## src/rtl/stopwatch_ctrl.sv

```systemverilog
// Stopwatch control stage: button conditioning, mode FSM, count-tick prescaler
// and the counter reset / display-freeze strobes for the BCD digit chain.
module stopwatch_ctrl #(
    parameter int TICK_DIV     = 100000,
    parameter int DEBOUNCE_LEN = 20
) (
    input  logic clk,
    input  logic reset,
    input  logic btn_start_stop,
    input  logic btn_lap,
    input  logic btn_clear,
    output logic cnt_enable,
    output logic cnt_reset,
    output logic disp_load,
    output logic running,
    output logic lap_active
);

    localparam int PW = (TICK_DIV > 1) ? $clog2(TICK_DIV) : 1;
    localparam int DW = (DEBOUNCE_LEN > 1) ? $clog2(DEBOUNCE_LEN) : 1;

    typedef enum logic [1:0] {IDLE, RUN, LAP_RUN, PAUSE} state_t;

    // Button index: 0 = lap, 1 = start/stop, 2 = clear
    logic [2:0]    btn_raw;
    logic [2:0]    sync1, sync2, level, level_q, armed, press;
    logic [DW-1:0] db_cnt [3];
    logic [1:0]    warm;

    state_t        state, state_next;
    logic          clr_accept;
    logic          sel_clr, sel_ss, sel_lap;
    logic [PW-1:0] prescaler;
    logic          rst_q;

    assign btn_raw = {btn_clear, btn_start_stop, btn_lap};

    // A button is armed only once it has been seen released after reset, so a
    // button held through reset never produces a press.
    always_ff @(posedge clk) begin
        if (reset) begin
            warm    <= '0;
            sync1   <= '0;
            sync2   <= '0;
            level   <= '0;
            level_q <= '0;
            armed   <= '0;
            press   <= '0;
            for (int i = 0; i < 3; i++) db_cnt[i] <= '0;
        end else begin
            warm    <= {warm[0], 1'b1};
            sync1   <= btn_raw;
            sync2   <= sync1;
            level_q <= level;
            press   <= level & ~level_q & armed;
            for (int i = 0; i < 3; i++) begin
                if (warm[1] && !sync2[i] && !level[i]) armed[i] <= 1'b1;
                if (sync2[i] == level[i]) begin
                    db_cnt[i] <= '0;
                end else if (db_cnt[i] == DW'(DEBOUNCE_LEN - 1)) begin
                    db_cnt[i] <= '0;
                    level[i]  <= sync2[i];
                end else begin
                    db_cnt[i] <= db_cnt[i] + DW'(1);
                end
            end
        end
    end

    assign sel_clr = press[2];
    assign sel_ss  = press[1] & ~press[2];
    assign sel_lap = press[0] & ~press[1] & ~press[2];

    always_ff @(posedge clk) begin
        if (reset) state <= IDLE;
        else       state <= state_next;
    end

    always_comb begin
        state_next = state;
        clr_accept = 1'b0;
        case (state)
            IDLE: begin
                if (sel_clr)     clr_accept = 1'b1;
                else if (sel_ss) state_next = RUN;
            end
            RUN: begin
                if (sel_ss)       state_next = PAUSE;
                else if (sel_lap) state_next = LAP_RUN;
            end
            LAP_RUN: begin
                if (sel_ss)       state_next = PAUSE;
                else if (sel_lap) state_next = RUN;
            end
            PAUSE: begin
                if (sel_clr) begin
                    clr_accept = 1'b1;
                    state_next = IDLE;
                end else if (sel_ss) begin
                    state_next = RUN;
                end
            end
            default: state_next = IDLE;
        endcase
    end

    // Mode outputs follow state_next so they change on the same edge as state.
    always_ff @(posedge clk) begin
        if (reset) begin
            prescaler  <= '0;
            cnt_enable <= 1'b0;
            cnt_reset  <= 1'b1;
            disp_load  <= 1'b1;
            running    <= 1'b0;
            lap_active <= 1'b0;
            rst_q      <= 1'b1;
        end else begin
            rst_q      <= 1'b0;
            cnt_reset  <= rst_q | clr_accept;
            disp_load  <= (state_next != LAP_RUN);
            running    <= (state_next == RUN) || (state_next == LAP_RUN);
            lap_active <= (state_next == LAP_RUN);
            cnt_enable <= 1'b0;
            if (clr_accept) begin
                prescaler <= '0;
            end else if ((state == RUN) || (state == LAP_RUN)) begin
                if (prescaler == PW'(TICK_DIV - 1)) begin
                    prescaler  <= '0;
                    cnt_enable <= ~rst_q;
                end else begin
                    prescaler <= prescaler + PW'(1);
                end
            end
        end
    end

endmodule
```

## config.mk

```make
export PLATFORM = sky130hd
export DESIGN_NAME = stopwatch_ctrl
export DESIGN_NICKNAME = d
export VERILOG_FILES = /design/src/rtl/stopwatch_ctrl.sv
export SDC_FILE = /design/constraint.sdc
export NUM_CORES = 1
export LEC_CHECK = 0
export ABC_AREA = 0
export CORE_MARGIN = 5
export CORE_UTILIZATION = 40
export DETAILED_ROUTE_END_ITERATION = 6
export SLEW_MARGIN = 25
export SYNTH_ARGS = -nofsm -noshare
export SYNTH_HDL_FRONTEND = slang
export SYNTH_SLANG_ARGS = --single-unit
```

## constraint.sdc

```tcl
create_clock -name clk -period 3.2 [get_ports clk]
set_clock_uncertainty 0.15 [all_clocks]
set_input_delay 0.32 -clock clk [delete_from_list [all_inputs] [get_ports clk]]
set_output_delay 0.32 -clock clk [all_outputs]
set_load 0.02 [all_outputs]
```

* After elaboration in Yosys (flattened, before gate mapping)
Memory sizes are Yosys's and may differ from the RTL's.
Index checks and enable logic that the tools add are counted.
** Word-level totals
- Bits in registers :: 45
- RAM bits :: 15
- Input bits :: 5
- Output and inout port bits :: 5
- Word-level logic and storage cells :: 139
- Memories kept :: 1
** Memories
- db_cnt :: words 3, bits a word 5, read ports 3, clocked after Yosys merged registers in 0, write ports 3, line 27 : logic [DW-1:0] db_cnt [3];
** Cells by class
- $add $sub $neg :: 4
- Eq/ne operators :: 13
- Mux-type cells :: 56
- Bitwise gates (word level) :: 24
- Reduce and logical (&&, ||, !) cells :: 21
** Operators with widths (number)
- two-way mux 5 bit :: 9
- two-way mux 1 bit :: 38
- adder 17 x 1 -> 17 bit, second input constant :: 1
- equality test 17 bit, second input constant :: 1
- two-way mux 17 bit :: 1
- adder 5 x 1 -> 5 bit, second input constant :: 3
- equality test 5 bit, second input constant :: 3
- two-way mux 2 bit :: 7
- bitwise OR 1 bit :: 10
- inverter 1 bit :: 8
- case mux 2 bit (4 select lines) :: 1
- AND 3 bit :: 2
- equality test 2 bit, second input constant :: 3
- logical AND 1 bit :: 6
- logical NOT 1 bit :: 6
- AND reduction 2 bit :: 3
- equality test 2 x 1 -> 1 bit, second input constant :: 2
- OR reduction 2 bit :: 2
- OR reduction 4 bit :: 1
- AND 1 bit :: 3
- equality test 1 bit :: 3
- inverter 3 bit :: 1
- logical NOT 2 bit :: 1
- logical OR 1 bit :: 2
- != test 2 bit, second input constant :: 1

* Logic depth before layout (Yosys ltp)
Gate-level depths: netlist (run 1).
- Word-level depth :: 8
- Depth in mapped cells :: 8
- Gate-level depth less buffers :: 7

* Worst setup path before layout (run 1)
No wires, ideal clock.
- Path type :: register -> register
- Start :: register state[0]
- End :: register prescaler[14]
- Library setup time :: 115 ps
- Arrival time :: 2085 ps
- Required time :: 2935 ps
- Path slack :: 850 ps
- Stages on the path, launching flop included :: 9
- Buffers on the path :: 2
- Period minus slack after synthesis :: 2350 ps
- Path through :: dfxtp_1 > inv_1 > ha_1 > buf_2 > nand4_1 > or4_4 > o31ai_4 > buf_6 > nor2_1
** Between the ends
- Cells in the longest elaborated chain, start to end :: 4
- Elaborated cells between the ends (all ways) :: 8
- Those cells by class :: 3 x eq/ne; 1 x mux; 4 x reduce/logical
** RTL lines
- start, declared :: line 30 : state_t state, state_next;
- start signal, assigned :: line 76 : else state <= state_next;
- equality test 2 bit or logical NOT 2 bit (tied branches) :: line 82 : case (state)
- OR reduction 2 bit (no line)
- two-way mux 1 bit
- OR reduction 2 bit (no line)
- end signal, assigned :: line 131 : prescaler <= prescaler + PW'(1);
- end, declared :: line 33 : logic [PW-1:0] prescaler;
Several ways; a longest one is shown, not always the timed one.
A chain may end at the register's enable or synchronous reset.

* Worst setup path after layout (run 1)
- Start :: register state[0]
- End :: register prescaler[0]
Same word-level chain as after synthesis.

==> results of run 1 <==
report_power, final:
| part | internal [mW] | switching (mW) |
|---|---|---|
| clock network | 0.511 | 0.277 |
| logic | 0.0210 | 0.0242 |
| registers | 0.794 | 0.0106 |
| total | 1.33 | 0.312 |
placed cells by master, fill, tap and decap left out, types with 2 or more instances in the layout:
cell             Yosys  layout
nor2_1              46      46
dfxtp_1             45      45
xnor2_1             18      18
edfxtp_1            15      15
conb_1               1      15
nor2b_1             12      12
xor2_1              10      10
ha_1                10      10
inv_1                9       9
nand4_1              9       9
clkbuf_8             0       9
clkdlybuf4s50_1      0       9
nand2_1              8       8
nand3_1              8       8
nor4_1               8       8
a21oi_1              5       5
mux2i_1              4       4
nor3_1               3       3
or3_1                3       3
and3b_1              3       3
bufinv_16            0       3
o21a_1               2       2
nor4bb_1             2       2
nand2b_1             2       2
clkinv_1             0       2
buf_4                0       2
metal layers:
layer | part of all wire [%] | GRT usage, % | vias up
met4 | 1.6 | 6.90 | 0
met3 | 2.7 | 3.69 | 6
met2 | 46 | 18.2 | 18
li1 | - | - | 874
met1 | 49 | 13.8 | 755
met5 | 0 | 0 | -
Yosys cell counts (all sizes together) (2+ instances only):
master	n
ha	10
edfxtp	15
a21oi	5
mux2i	4
nor2	46
xor2	10
or3	3
xnor2	18
nor4bb	2
nand4	9
clkbuf	3
dfxtp	45
nor4	8
nand2	8
nand3	8
o21a	2
and3b	3
o31ai	2
nor3	3
buf	3
nand2b	2
inv	9
nor2b	12
flip-flops by register name (all words and copies together) (netlist names):
| register | count |
|---|---|
| disp_load | 1 |
| cnt_reset | 1 |
| sync1 | 3 |
| db_cnt | 15 |
| lap_active | 1 |
| sync2 | 3 |
| level_q | 3 |
| rst_q | 1 |
| prescaler | 17 |
| warm | 2 |
| armed | 3 |
| cnt_enable | 1 |
| running | 1 |
| state | 2 |
| press | 3 |
| level | 3 |
through the flow:
step                hold slack [ns]  util, %  instance area, um2  setup slack, ns  cells
detailed placement            0.275     45.5                2730            0.593    336
floorplan                     0.198        -                2560            0.850    256
finish                        0.285     49.4                2960            0.600    352
global route                  0.306     49.4                2960            0.421    352
global placement              0.275     45.5                2730            0.622    336
CTS                           0.284     49.4                2960            0.566    352
worst max path at each step:
stage / from / end / slack [ns] / cells past startpoint
2_1_floorplan: state[0] / prescaler[14] / 0.85 / 8
3_3_place_gp: state[0] / prescaler[7] / 0.62 / 7
3_5_place_dp: state[0] / prescaler[15] / 0.59 / 7
4_1_cts: state[0] / prescaler[7] / 0.57 / 7
5_1_grt: state[0] / prescaler[15] / 0.42 / 7
6_report: state[0] / prescaler[0] / 0.60 / 7
cell families (layout without fill, tap and decap cells):
kind of cell	after synthesis	after routing	share of synthesized area, %
AO/OA/AOI/OAI	13	13	4.04
XOR/XNOR	28	28	9.79
adder cells (fa/ha/maj)	10	10	4.99
buffers and inverters	15	36	2.60
flip-flops	60	60	53.9
multiplexers	4	4	1.60
other	1	15	0.150
AND/OR/NAND/NOR	111	111	22.9
layout make-up:
class | instances | area, um2 | share of cell area [%]
Tap cell | 75 | 93.8 | 3.17
Inverter | 9 | 33.8 | 1.14
Timing Repair Buffer | 11 | 105 | 3.55
Multi-Input combinational cell | 181 | 1140 | 38.6
Sequential cell | 60 | 1350 | 45.7
Clock buffer | 10 | 128 | 4.32
Clock inverter | 6 | 103 | 3.47
==> impl_metrics.toml, run 1 <==
[layout]
fill_cells = 576
n_antenna_cell = 0
drive_above_1_share_pct = 6.86
area_growth_pct = 18.0
nNetsFinal = 287

[clocking]
cts-htree-levels = 3
cts_tree = "yes"
clk_latency_ns = 0.32
clockRootBuffer = "clkbuf_8"
post_cts_buffers = 0
path_clk_slew_ns = 0.07
ctsHoldBuffers = 0
cts_sinks = 60
cts_resized = 0
numCtsBuffers = 9
clock_path_buffers = 2

[synth]
synth_area_um2 = 2510
yosysUniqueCellTypes = 38
synth_top_area_share_pct = 35.9
ys_seq_area_share_pct = 53.9
syn_inst = 242
synth_warnings = 0
synth_area_leaders = "dfxtp_1 (36%), edfxtp_1 (18%), nor2_1 (6.9%)"
synthFlopType = "dfxtp_1"
synth_top_cell_by_area = "dfxtp_1"
ys_async_sr_fraction_pct = 0
synth_area_per_cell_um2 = 10.4
synth-edff-count = 15
ys_seq_elements = 60

[worst_setup_path]
start_kind = "flip-flop"
path_cells = "inv_1 -> ha_1 -> nand4_1 -> or4_4 -> o31ai_4 -> buf_4 -> nor2_1"
cp.arrival_ns = 2.67
reg2reg_depth = 7
path_class = "flip-flop to flip-flop"
regToRegSetupSlack_ns = 0.60
r2r_end = "prescaler[0]"
cp.required_ns = 3.27
rr_startpoint = "state[0]"
crit_family = "simple AND/OR/NAND/NOR gates"
crit_fanout = 9
crit_slowest_cell = "or4_4"
end_kind = "flip-flop"
cp_slowest_stage_delay_ns = 0.53
cp_num_buf_inv = 2

[floorplan]
fp.coreArea_um2 = 5990
chipHeight_um = 89.2
design.die.area_um2 = 7950
rows = 28
io_pins = 10
die_x_um = 89.2
initial_utilization_pct = 41.8

[grt]
grt_overflow = 0
grt_antenna_before_repair = 0
grt_max_degree = 24
track_usage_pct = 11.6
grt_pass1_vias = 1608
grt_first_pass_wirelength_um = 6910

[place]
dp_hpwl_um = 2860
gp_congestion = 0.843
port_buffers = 9

[drt]
final_antenna_net_count = 0
wirelength_um = 3990
dr.pass1.iters = 4
drtIter0Drc = 42
routedWlPerCell_um = 11.3
drcViolationCount = 0
vias = 1653
vias_per_cell = 4.70

[flow_run]
cap_violations = 0

[sta]
setup-violations-final = 0
maxSlewViolCount = 0
max_clock_freq_ghz = 0.385
fin_crit_sh_pct = 81.2
fin_crit_ns = 2.60
rsz0062_at_grt = "no"
final.setup.tns_ns = 0
hold_viol_final = 0

[outcome]
status = "finished, final reports clean"

[min_path]
min_path_cells = 1
holdCritPathClass = "flip-flop to flip-flop"
holdPathEnd = "sync2[1]"
min-delay-start = "sync1[1]"

[power_and_ir_drop]
p_total_mw = 1.64
vdd_drop_max_mv = 0.251
power_per_cell_area_nw_per_um2 = 554
leakage_nw = 1.08
No activity file was read; power rests on OpenSTA's default activity.
==> run 2: changes to the inputs <==
Clock period 3.2 ns to 2.2 ns, I/O delays scaled along.
==> run 2 against run 1 <==
Compared with the run above:
- worst hold slack improved by 0.0025 ns
- sequential power increased by 45%
- via count increased by 2.1%
- final cell count increased by 1.7%
- total power increased by 43%
- register-to-register slack got worse by 0.47 ns
- global-route usage increased by 0.57 points
- sequential share of layout area decreased by 0.70 points
==> impl_metrics.toml, run 2 (synthesis gave the netlist of run 1 again) <==
[sta]
setup-violations-final = 0
maxSlewViolCount = 0
fin_crit_sh_pct = 94.2
hold_viol_final = 0
fin_crit_ns = 2.07
max_clock_freq_ghz = 0.482
setup_slack_ns = 0.127
rsz0062_at_grt = "yes"

[clocking]
clockRootBuffer = "clkbuf_8"
ctsHoldBuffers = 0
clk_latency_ns = 0.33
path_clk_slew_ns = 0.06
clock_path_buffers = 2
numCtsBuffers = 9
cts_tree = "yes"
cts_sinks = 60
cts-htree-levels = 3

[worst_setup_path]
crit_fanout = 9
worstSetupStartpoint = "state[1]"
regToRegSetupSlack_ns = 0.13
reg2reg_depth = 7
cp.arrival_ns = 2.15
r2r_end = "prescaler[11]"
crit_end = "prescaler[11]"
rr_startpoint = "state[1]"
path_class = "flip-flop to flip-flop"
start_kind = "flip-flop"
cp.required_ns = 2.27
end_kind = "flip-flop"

[power_and_ir_drop]
power_per_cell_area_nw_per_um2 = 777
vdd_drop_max_mv = 0.452
leakage_nw = 1.11
p_total_mw = 2.34

[place]
dp_hpwl_um = 2860
pre_cts_ws_ns = 0.0816
port_buffers = 9
place_area_um2 = 2770
post-place-cells = 342
gp_congestion = 0.890

[floorplan]
chipHeight_um = 89.2
design.die.area_um2 = 7950
initial_utilization_pct = 41.8
fp.coreArea_um2 = 5990
die_x_um = 89.2
rows = 28
io_pins = 10

[layout]
layout_common_cells = "nor2_1 (46), dfxtp_1 (44), xnor2_1 (18)"
design_area_um2 = 3010
area_growth_pct = 19.9
top_regs = "prescaler x17, db_cnt x15"
n_antenna_cell = 0
nNetsFinal = 293
regMostFlops = "prescaler"
largest_reg_flops = 17
drive_above_1_share_pct = 9.89
layout.cells.most_common = "nor2_1"
fin_util_pct = 50.2
fin_cells = 358

[drt]
drtIter0Drc = 47
final_antenna_net_count = 0
vias = 1687
dr.pass1.iters = 4
wirelength_um = 4060
routedWlPerCell_um = 11.3
drcViolationCount = 0
vias_per_cell = 4.71

[flow_run]
cap_violations = 0

[grt]
grt_max_degree = 19
track_usage_pct = 12.1
grt_antenna_before_repair = 0
grt_overflow = 0
grt_first_pass_wirelength_um = 7170
grt_pass1_vias = 1625

[outcome]
status = "finished, final reports clean"

[min_path]
holdCritPathClass = "flip-flop to flip-flop"
-- run 2: cell types whose count changed in the layout (fill, tap and decap cells not counted), sizes merged --
cell    change
clkbuf      +1
bufinv      -1
buf         +6
-- run 2: how the worst min path moves through the flow --
| stage | from | slack [ns] | cells after the start | to |
|---|---|---|---|---|
| finish | sync1[1] | 0.29 | 1 | sync2[1] |
| global route | btn_start_stop | 0.28 | 2 | sync1[1] |
| CTS | btn_lap | 0.27 | 2 | sync1[0] |
| floorplan | reset | 0.1 | 0 | rst_q |
| global placement | sync1[0] | 0.27 | 1 | sync2[0] |
| detailed placement | sync1[1] | 0.28 | 1 | sync2[1] |
-- run 2: repair_timing --
item / 4_1_cts / 5_1_grt
endpoints found under the setup margin: 0 / 17
buffers inserted: 0 / 0
gates resized for setup: 0 / 2
-- run 2: per-stage QoR --
stage               hold slack, ns  TNS, ns
floorplan                   0.0977        0
global placement             0.268        0
detailed placement           0.276        0
CTS                          0.272        0
global route                 0.282  -0.0390
finish                       0.287        0
-- run 2: power breakdown --
part	internal, mW	leakage (nW)	switching [mW]
Combinational	0.0340	0.474	0.0363
Sequential	1.16	0.521	0.0151
Clock	0.691	0.117	0.404
-- run 2: layout make-up --
type | count | area [um2]
Tap cell | 75 | 93.8
Inverter | 9 | 33.8
Multi-Input combinational cell | 181 | 1140
Clock buffer | 11 | 151
Clock inverter | 5 | 73.8
Timing Repair Buffer | 17 | 158
Fill cell | 566 | 2990
Sequential cell | 60 | 1350
-- run 2: worst max-delay path: stages, from the launching register on --
cell	delay, ns
dfxtp_1	0.35
inv_1	0.10
ha_1	0.31
nand4_1	0.12
or4_4	0.47
o31ai_4	0.23
buf_6	0.17
nor2_1	0.05
-- run 2: metal layers --
layer | wire length, um | vias up | track usage (%)
li1 | - | 886 | -
met1 | 1950 | 769 | 14.8
met3 | 148 | 11 | 5.35
met5 | 0 | - | 0
met2 | 1860 | 21 | 17.3
met4 | 108 | 0 | 7.71
==> run 3: changes to the inputs <==
Settings changed: CTS_CLUSTER_DIAMETER set to 40.
==> results of run 3 <==
Final layout, timing and power as in run 2 (identical DEF).
==> edit 1, RTL diff (flow settings as in run 1) <==
`DEBOUNCE_LEN`: 20 -> 30.
--- a/src/rtl/stopwatch_ctrl.sv
+++ b/src/rtl/stopwatch_ctrl.sv
@@ -4,3 +4,3 @@
     parameter int TICK_DIV     = 100000,
-    parameter int DEBOUNCE_LEN = 20
+    parameter int DEBOUNCE_LEN = 30
 ) (
Function: no difference found for any inputs over 10 cycles, from zero or initial values and one cycle with reset high; that may be too few to reach the edited logic, so the function may still have changed.
==> edit 1 against run 1 <==
- design area increased by 0.38%
- wire length fell by 0.25%
- sequential share of layout area down 0.17 points
- area after synthesis up 0.70%
- final cell count grew 0.85%
- worst setup slack gained 110 ps
- worst hold slack improved by 1.1 ps
- sequential cell count unchanged
- combinational power decreased by 2%
- sequential power about the same
- clock power decreased by 9.9%
- total power shrank 4.8%
- via count is 1.8% higher
- highest routed layer unchanged
==> edit 1: results (changes against run 1) <==
outcome: "finished clean"  # unchanged
grt_usage: 0.1186  # was 0.1157
antenna_found_initial: 0  # unchanged
cp.arrival_ps: 2550  # was 2670 ps
irDropWorstVdd_mv: 0.3142  # was 0.2511 mV
vias: 1683  # was 1,653
synth.distinct_cells: 40  # was 38
synth_compound_area_frac: 0.05206  # was 0.04044
synth_commonest_cells: "nor2_1, dfxtp_1, edfxtp_1"  # was nor2_1, dfxtp_1, xnor2_1
hpwl_microns: 2841  # was 2862 microns
design_area_sq_mm: 0.002968  # was 0.002957 sq mm
multi_input_area_share: 0.3933  # was 0.3864
rows: 29  # was 28
synth_adder_area_share: 0.06445  # was 0.04993
grt_pass1_wl_microns: 7134  # was 6906 microns
clk_share: 0.06956  # was 0.07787
grt_pass1_vias: 1638  # was 1,608
vias_per_cell: 4.741  # was 4.696
p_int_mw: 1.246  # was 1.326 mW
seq_share: 0.4553  # was 0.4570
nFillCells: 597  # was 576
antenna_cells: 0  # unchanged
placed_area_sq_mm: 0.002761  # was 0.002726 sq mm
synth_seq_area_share: 0.5354  # was 0.5392
clockBufferCount: 10  # unchanged
drive_above_1_share: 0.08273  # was 0.06859
synth_mux_area_frac: 0.01587  # was 0.01598
buffers: 12  # was 11
buffer_area_frac: 0.03794  # was 0.03555
p_leak_nw: 1.166  # was 1.075 nW
pwr-share-seq: 0.516  # was 0.491
nets: 291  # was 287
cp_max_fo: 13  # was 9
place_ws_ps: 721.4  # was 593.3 ps
power_density_mw_per_mm2: 525.6  # was 554.1 mW/mm^2
synth_area_leaders: "dfxtp_1, edfxtp_1, nor2_1, ha_1, xnor2_1"  # was dfxtp_1, edfxtp_1, nor2_1, xnor2_1, ha_1
synthXorXnorAreaFrac: 0.09023  # was 0.09785
placed_cells_incl_taps: 339  # was 336
grt_start_max_net_pins: 21  # was 24
synth_enable_flop_cells: 15  # unchanged
drtIter0Drc: 56  # was 42
edit 1: cell count changes after synthesis, sizes merged, moves of 3 or more:
cell,run 1,this run
ha,10,13
nand2,8,5
nand3,8,12
nor4,8,3
or4,1,4
xnor2,18,13
xor2,10,13
edit 1: routing by layer:
metal  vias up  track usage  share of wire
met5         -            0              0
met4         0      0.04330          0.011
met3         3      0.06175          0.035
met2        20       0.1875           0.47
met1       779       0.1372           0.48
li1        881            -              -
edit 1: path summary, 6_finish.rpt:
kind / from / endpoint / slack [ps] / cells after the start
setup / recovery: state[0] / prescaler[12] / 710 / 7
hold / removal: rst_q / cnt_reset / 290 / 1
setup reg to reg: state[0] / prescaler[12] / 710 / 7
hold reg to reg: rst_q / cnt_reset / 290 / 1
edit 1: worst max-delay path: stages (launching register included):
cell,delay [ps]
dfxtp_1,410
inv_1,90
ha_1,430
and3_1,240
nand4_1,210
o41ai_4,500
buf_4,260
nor2_1,60
==> edit 2, RTL diff (flow settings as in run 1) <==
Made on the original files. Remove the register `disp_load`: a continuous assignment takes its place, so the output `disp_load` follows one clock earlier.
--- a/src/rtl/stopwatch_ctrl.sv
+++ b/src/rtl/stopwatch_ctrl.sv
@@ -112,3 +112,2 @@
             cnt_reset  <= 1'b1;
-            disp_load  <= 1'b1;
             running    <= 1'b0;
@@ -119,3 +118,2 @@
             cnt_reset  <= rst_q | clr_accept;
-            disp_load  <= (state_next != LAP_RUN);
             running    <= (state_next == RUN) || (state_next == LAP_RUN);
@@ -136,2 +134,4 @@
 
+    assign disp_load = (state_next != LAP_RUN);
+
 endmodule
Check against the original RTL: same outputs for any inputs over 10 cycles, from zero or initial values and one cycle with reset high; that may be too few to reach the edited logic, so the function may still have changed.
==> edit 2 against run 1 <==
- area after synthesis shrank 0.75%
- highest routed layer unchanged
- final cell count shrank 0.57%
- wire length grew 2.4%
- worst setup slack lost 330 ps
- global-route usage grew 0.54 points
- fmax shrank 11%
- sequential cell count shrank 1
- sequential share of layout area is essentially flat
- design area shrank 1.4%
- total power shrank 4.9%
==> edit 2: results (changes against run 1) <==
outcome: "finished clean"  # unchanged
synth_seq_area_share: 0.5352  # was 0.5392
cpLargestDelayFamily: "buffers and inverters"  # was simple AND/OR/NAND/NOR gates
cp_slowest_cell: "clkdlybuf4s50_1"  # was or4_4
grt_use_met2: 0.1761  # was 0.1822
cp_max_fo: 5  # was 9
inverters_excl_clock: 10  # was 9
seq_share: 0.4567  # was 0.4570
synth_area_per_cell_sq_um: 10.36  # about the same
multi_input_cells: 179  # was 181
clk_share: 0.07124  # was 0.07787
vias: 1668  # was 1,653
drtIter0Drc: 55  # was 42
wl_per_cell_microns: 11.66  # was 11.32 microns
register_area_sq_mm: 0.001331  # was 0.001351 sq mm
wl_met1_microns: 2036  # was 1965 microns
met3_length_microns: 226  # was 106 microns
met3_usage: 0.05214  # was 0.03687
grt_pass1_wl_microns: 7024  # was 6906 microns
use_met1: 0.1466  # was 0.1376
buffer_area_frac: 0.03605  # was 0.03555
grt_usage: 0.1211  # was 0.1157
top_layer: "met4"  # unchanged
slowest_delay_ps: 590  # was 530 ps
placed_area_sq_mm: 0.002708  # was 0.002726 sq mm
stdcell_count: 350  # was 352
p_leak_nw: 1.054  # was 1.075 nW
async_reset_ff_frac: 0  # unchanged
hpwl_microns: 2767  # was 2862 microns
placed_cells_incl_taps: 334  # was 336
multi_input_area_share: 0.3910  # was 0.3864
irDropWorstVdd_mv: 0.2994  # was 0.2511 mV
cp.arrival_ps: 2460  # was 2670 ps
clock_latency_ps: 340  # was 320 ps
place.gp.congestion: 0.7931  # was 0.8431
nets: 285  # was 287
die-area_sq_mm: 0.007895  # was 0.007949 sq mm
wl_met2_microns: 1741  # was 1851 microns
nFillCells: 550  # was 576
synth_area_leaders: "dfxtp_1, edfxtp_1, nor2_1, xnor2_1, ha_1"  # unchanged
synth_commonest_cells: "nor2_1, dfxtp_1, xnor2_1"  # unchanged
drive_above_1_share: 0.06909  # was 0.06859
grt_pass1_vias: 1587  # was 1,608
seq_cells: 59  # was 60
grt_start_max_net_pins: 24  # unchanged
## edit 2: power by group
part	switching (mW)	internal [mW]	total, mW
Sequential	0.0107	0.782	0.792
Combinational	0.0246	0.0211	0.0457
Clock	0.289	0.432	0.721
## edit 2: final timing paths
| path | startpoint | endpoint | slack [ps] | cells past startpoint |
|---|---|---|---|---|
| max | state[0] | disp_load | 270 | 8 |
| min | sync1[1] | sync2[1] | 280 | 1 |
| max reg2reg | state[0] | prescaler[4] | 570 | 7 |
| min reg2reg | sync1[1] | sync2[1] | 280 | 1 |
## edit 2: kinds of logic after synthesis
logic type,Yosys count,synth area share
mux,4,0.01610
other cells,1,0.001508
xor+xnor,28,0.09859
flops,59,0.5352
simple gates,109,0.2299
compound gates,13,0.04075
fa+ha+maj,10,0.05030
buf+inv,16,0.02766
## edit 2: per-stage QoR
step	hold slack (ps)	setup slack, ps
final	284.9	272.1
after global routing	305.0	90.70
after CTS	285.2	265.0
after detailed placement	273.1	577.5
after global placement	266.3	634.6
after floorplan	197.7	850.2
